### src/rtl/sort_pkg.sv
// Shared types and sizing helpers for the radix selection sort sequencer.
package sort_pkg;

  typedef enum logic [1:0] {
    IDLE   = 2'd0,
    LOAD   = 2'd1,
    SEARCH = 2'd2,
    EMIT   = 2'd3
  } sched_state_t;

  localparam int DEF_N = 8;
  localparam int DEF_W = 8;

  // Index width for a range of n entries, never narrower than one bit.
  function automatic int idx_width(input int n);
    return (n <= 1) ? 1 : $clog2(n);
  endfunction

endpackage

### src/rtl/bit_eliminate.sv
// One radix step: drop candidates holding a 1 in the current column unless
// that would empty the candidate set.
module bit_eliminate #(
  parameter int N = 8
) (
  input  logic [N-1:0] chi,
  input  logic [N-1:0] bits,
  output logic [N-1:0] chi_out
);

  logic [N-1:0] z;

  always_comb begin
    z       = chi & ~bits;
    chi_out = (|z) ? z : chi;
  end

endmodule

### src/rtl/radix_sort_sched.sv
// Load N keys, then emit them in stable ascending order by bit-serial selection
// of the smallest remaining key (W search cycles plus one emit cycle per key).
module radix_sort_sched
  import sort_pkg::*;
#(
  parameter int N    = DEF_N,
  parameter int W    = DEF_W,
  parameter int IDXW = idx_width(N)
) (
  input  logic            i_clk,
  input  logic            i_rst_n,
  input  logic            i_abort,
  input  logic            i_in_valid,
  input  logic [W-1:0]    i_in_data,
  output logic            o_in_ready,
  output logic            o_out_valid,
  output logic [W-1:0]    o_out_data,
  output logic [IDXW-1:0] o_out_idx,
  input  logic            i_out_ready,
  output logic            o_busy,
  output logic            o_done,
  output sched_state_t    o_dbg_state,
  output logic [N-1:0]    o_dbg_rem
);

  localparam int BW = idx_width(W);
  localparam logic [BW-1:0]   BIT_TOP  = BW'(W - 1);
  localparam logic [IDXW-1:0] CNT_LAST = IDXW'(N - 1);

  // Handshakes: a transfer happens on a rising edge where valid and ready are
  // both high; valid never waits on ready, and EMIT outputs hold until taken.

  sched_state_t    state_q, state_d;
  logic [IDXW-1:0] cnt_q, cnt_d;
  logic [BW-1:0]   bit_q, bit_d;
  logic [IDXW-1:0] win_q, win_d;
  logic [N-1:0]    rem_q, rem_d;
  logic [N-1:0]    chi_q, chi_d;
  logic            done_q, done_d;
  logic [W-1:0]    key_q [N];
  logic [W-1:0]    key_d [N];

  logic [N-1:0]    col_bits;
  logic [N-1:0]    chi_nx;
  logic [N-1:0]    win_oh;
  logic [N-1:0]    rem_after;
  logic [IDXW-1:0] low_idx;
  logic            accept;

  always_comb begin
    col_bits = '0;
    win_oh   = '0;
    for (int i = 0; i < N; i++) begin
      col_bits[i] = key_q[i][bit_q];
      win_oh[i]   = (win_q == IDXW'(i));
    end
  end

  bit_eliminate #(.N(N)) u_bit_eliminate (
    .chi     (chi_q),
    .bits    (col_bits),
    .chi_out (chi_nx)
  );

  // Lowest set index of the narrowed candidates gives stable tie-breaking.
  always_comb begin
    low_idx = '0;
    for (int i = N - 1; i >= 0; i--) begin
      if (chi_nx[i]) low_idx = IDXW'(i);
    end
  end

  always_comb begin
    o_in_ready  = (state_q == IDLE) || (state_q == LOAD);
    o_out_valid = (state_q == EMIT);
    o_out_data  = (state_q == EMIT) ? key_q[win_q] : '0;
    o_out_idx   = (state_q == EMIT) ? win_q : '0;
    o_busy      = (state_q != IDLE);
    o_done      = done_q;
    o_dbg_state = state_q;
    o_dbg_rem   = rem_q;
  end

  always_comb begin
    state_d   = state_q;
    cnt_d     = cnt_q;
    bit_d     = bit_q;
    win_d     = win_q;
    rem_d     = rem_q;
    chi_d     = chi_q;
    done_d    = 1'b0;
    key_d     = key_q;
    accept    = i_in_valid && o_in_ready;
    rem_after = rem_q & ~win_oh;

    unique case (state_q)
      IDLE, LOAD: begin
        if (accept) begin
          key_d[cnt_q] = i_in_data;
          if (cnt_q == CNT_LAST) begin
            cnt_d   = '0;
            rem_d   = '1;
            chi_d   = '1;
            bit_d   = BIT_TOP;
            state_d = SEARCH;
          end else begin
            cnt_d   = cnt_q + 1'b1;
            state_d = LOAD;
          end
        end
      end
      SEARCH: begin
        chi_d = chi_nx;
        if (bit_q == '0) begin
          win_d   = low_idx;
          state_d = EMIT;
        end else begin
          bit_d = bit_q - 1'b1;
        end
      end
      EMIT: begin
        if (i_out_ready) begin
          rem_d = rem_after;
          if (rem_after == '0) begin
            done_d  = 1'b1;
            state_d = IDLE;
          end else begin
            chi_d   = rem_after;
            bit_d   = BIT_TOP;
            state_d = SEARCH;
          end
        end
      end
      default: state_d = IDLE;
    endcase

    // Abort overrides everything; key storage is left as is.
    if (i_abort) begin
      state_d = IDLE;
      cnt_d   = '0;
      bit_d   = '0;
      win_d   = '0;
      rem_d   = '0;
      chi_d   = '0;
      done_d  = 1'b0;
    end
  end

  always_ff @(posedge i_clk or negedge i_rst_n) begin
    if (!i_rst_n) begin
      state_q <= IDLE;
      cnt_q   <= '0;
      bit_q   <= '0;
      win_q   <= '0;
      rem_q   <= '0;
      chi_q   <= '0;
      done_q  <= 1'b0;
      for (int i = 0; i < N; i++) key_q[i] <= '0;
    end else begin
      state_q <= state_d;
      cnt_q   <= cnt_d;
      bit_q   <= bit_d;
      win_q   <= win_d;
      rem_q   <= rem_d;
      chi_q   <= chi_d;
      done_q  <= done_d;
      for (int i = 0; i < N; i++) key_q[i] <= key_d[i];
    end
  end

endmodule

### config.mk
export PLATFORM = sky130hd
export DESIGN_NAME = radix_sort_sched
export DESIGN_NICKNAME = d
export VERILOG_FILES = /design/src/rtl/sort_pkg.sv /design/src/rtl/bit_eliminate.sv /design/src/rtl/radix_sort_sched.sv
export SDC_FILE = /design/constraint.sdc
export NUM_CORES = 1
export LEC_CHECK = 0
export CAP_MARGIN = 5
export CORE_ASPECT_RATIO = 0.75
export CORE_MARGIN = 2
export CORE_UTILIZATION = 59
export DETAILED_ROUTE_END_ITERATION = 10
export PLACE_DENSITY = 0.85
export SLEW_MARGIN = 5
export SYNTH_ARGS = -nofsm -noshare
export SYNTH_HDL_FRONTEND = slang
export SYNTH_SLANG_ARGS = --single-unit
### constraint.sdc
create_clock -name i_clk -period 3.5 [get_ports i_clk]
set_clock_uncertainty 0.15 [all_clocks]
set_input_delay 0.875 -clock i_clk [delete_from_list [all_inputs] [get_ports i_clk]]
set_output_delay 0.875 -clock i_clk [all_outputs]
set_load 0.005 [all_outputs]
==> impl_results.md <==
* CTS sink count at 92
* # IOs at 38
* Fin crit share at 96.7%
* Commonest cells post-synth: 92 x dfrtp_1, 71 x mux2_2, 40 x mux2i_1, 34 x nor2_1, 27 x a21oi_1
* Antenna diodes at 0
* Static Leak at 2.59 nW
* Final antenna-violating net count at 0
* Net load switching power at 0.909 mW
* Sequential-to-total area share from yosys stat at 43.4%
* Hpwl dp at 9740 um
* Clock power frac at 34.6%
* Post-CTS Resized at 0
* Part of the power in registers at 45.1%
* Max-Slew Margin vs Limit at 61.0%
* Clk_lat worst skew at 360 ps
* GR Overflow Total at 0
* Top_reg_cell synth: dfrtp_1
* WL met3 at 1220 um
* Initial antenna violation count at 0
* Worst Setup End Kind: output port
* Final worst slack at 115 ps
* CP Class: reg2out
* Setup TNS at 0 ps
* 1st-iter DRT viols at 328
* Hold Crit Class: reg2reg
* Combinational fraction of design power at 20.3%
* Synth Area in Compound Gates at 12.8%
* Critical Path Fanout Max at 26
* Synth Instances at 462
* Die X at 114 um
* Routed wire length at 13900 um
* Crit path time final at 3390 ps
* Yosys reg bits at 92
* Vias in the first global route at 4015
* Number of max-cap violations at 0
* Root buf cell: clkbuf_16
* Clock buffer depth at 2
* Status: complete, no violations
* Post-Synth XOR/XNOR Area at 0%
* Async set or reset register ratio after synthesis at 100%
* H-tree levels at 3
* M1 wire length at 5950 um
* Cell variety after synth at 62
* Post-synth top area share at 43.4%
* Fmax achieved at 295 MHz
* Critical Path Start Type: flip-flop
* Pre-Repair DR Iteration Count at 5
* Area growth syn-to-layout at 14.3%
* Slew @ Worst Pin at 583 ps
* Layout cells sized above 1 at 25.0%
* Yosys top cell by area: dfrtp_1
* Vias per cell at 6.74
* Crit path DAT at 2360 ps
* Die Ht at 86.1 um
* DRC at 0
* Pwr Density at 498 nW/um2
* Avg Inst Size Synth at 11.5 um2
* Largest net degree at the start of global routing at 49
* Min Hold Slack at 362 ps
* Setup WS pre-CTS at 461 ps
* Core ar. at 8600 um2
* Largest cells by area after synthesis: dfrtp_1 43%, mux2_2 15%, mux2i_1 7.5%
* Clk slew on worst S/H paths at 70 ps
* Final Hold Viols at 0
* RePlAce Congestion at 1.09
* Sw Ratio at 30.1%
* Post-synthesis simple-gate area fraction at 8.82%
* Synth warn at 0
* Wire length per cell at 22.8 um
* EDFF count, synth at 0
* Met2 wire length at 6410 um
* Multiplexer area fraction after synthesis at 29.6%
* Total power at 3.02 mW
* Vias post-DR at 4100
* CTS tree: built
* Synth Area in Adders at 0.943%
* Starting density of the core at 61.7%
* Largest family of logic cells by synthesized area: multiplexers
* First-pass GRT wire length at 21900 um
* Cts hold-fix bufs at 0
* Final slew viol count at 0
* All-Layer GR Usage at 29.9%
* # rows at 29
* Syn Nets at 479
* Total CTS buffers at 9
* CP Data Required Time at 2470 ps
* # setup viols final at 0
* P_int at 2.11 mW
* Fillcell total at 600
* Most common cell in the netlist: dfrtp_1
* VDD IR max at 499 uV
* Die area at 9780 um2
* RSZ-0062 raised after global routing: no
* Fin util at 70.6%
* DR top layer: met4
* Post-Syn Area at 5310 um2
* NumNets Final at 512
* Port bufs at 37
* Post-CTS Setup Inserts at 0
[layout make-up]
class	instances	area (um2)	area share (%)
inverters	16	60.1	0.990
clock inverters	6	76.3	1.26
clock buffers	10	239	3.94
flip-flops and latches	92	2300	38.0
multi-input cells	327	2770	45.7
repair buffers	49	483	7.96
well taps	108	135	2.23
[stage by stage]
| stage | cells | instance area [um2] |
|---|---|---|
| 2_1_floorplan | 462 | 5310 |
| 3_3_place_gp | 592 | 5750 |
| 3_5_place_dp | 592 | 5750 |
| 4_1_cts | 608 | 6070 |
| 5_1_grt | 608 | 6070 |
| 6_report | 608 | 6070 |
[power groups by stage]
stage	sequential (mW)	combinational, mW	clock, mW
after detailed placement	1.37	0.598	0
after global routing	1.38	0.660	1.10
after floorplan	1.31	0.438	0
final	1.36	0.614	1.05
after global placement	1.36	0.574	0
after CTS	1.36	0.604	1.05
[flip-flops by register name (all words and copies together) (netlist names)]
name         cells
chi_q            8
o_done           1
o_dbg_state      2
bit_q            3
key_q           64
o_dbg_rem        8
win_q            3
cnt_q            3
[placed cells by master, fill, tap and decap left out, types with 9 or more instances in the layout]
master / n
mux2i_1: 40
dfrtp_1: 91
nor2_1: 34
clkbuf_16: 9
buf_4: 11
clkdlybuf4s50_1: 36
o21ai_0: 18
mux2_2: 71
a21oi_1: 27
mux4_2: 16
nand2_1: 22
inv_1: 16
[final timing paths]
kind                       startpoint             to  slack [ps]  cells past startpoint
hold reg to reg              chi_q[3]       chi_q[3]         360                      2
min in group asynchronous     i_rst_n      key_q[46]         370                      1
max in group asynchronous     i_rst_n       key_q[1]        2170                      2
setup reg to reg             bit_q[1]       win_q[0]         410                      7
setup / recovery             win_q[0]  o_out_data[0]         110                      5
hold / removal               chi_q[3]       chi_q[3]         360                      2
[kinds of logic after synthesis]
logic type | after synthesis
flops | 92
mux | 128
compound gates | 100
fa+ha+maj | 4
buf+inv | 43
simple gates | 95
[layer usage]
metal	track usage [%]	up-vias
met4	8.65	0
li1	-	1803
met5	0	-
met2	46.3	190
met1	41.2	2073
met3	9.47	34
[worst max-delay path, stage by stage (launching register included)]
cell and delay (ps):
dfrtp_1 330, buf_4 380, mux4_2 580, mux2i_1 170, nor2_1 60, clkdlybuf4s50_1 480
(Power assumes the default switching activity.)
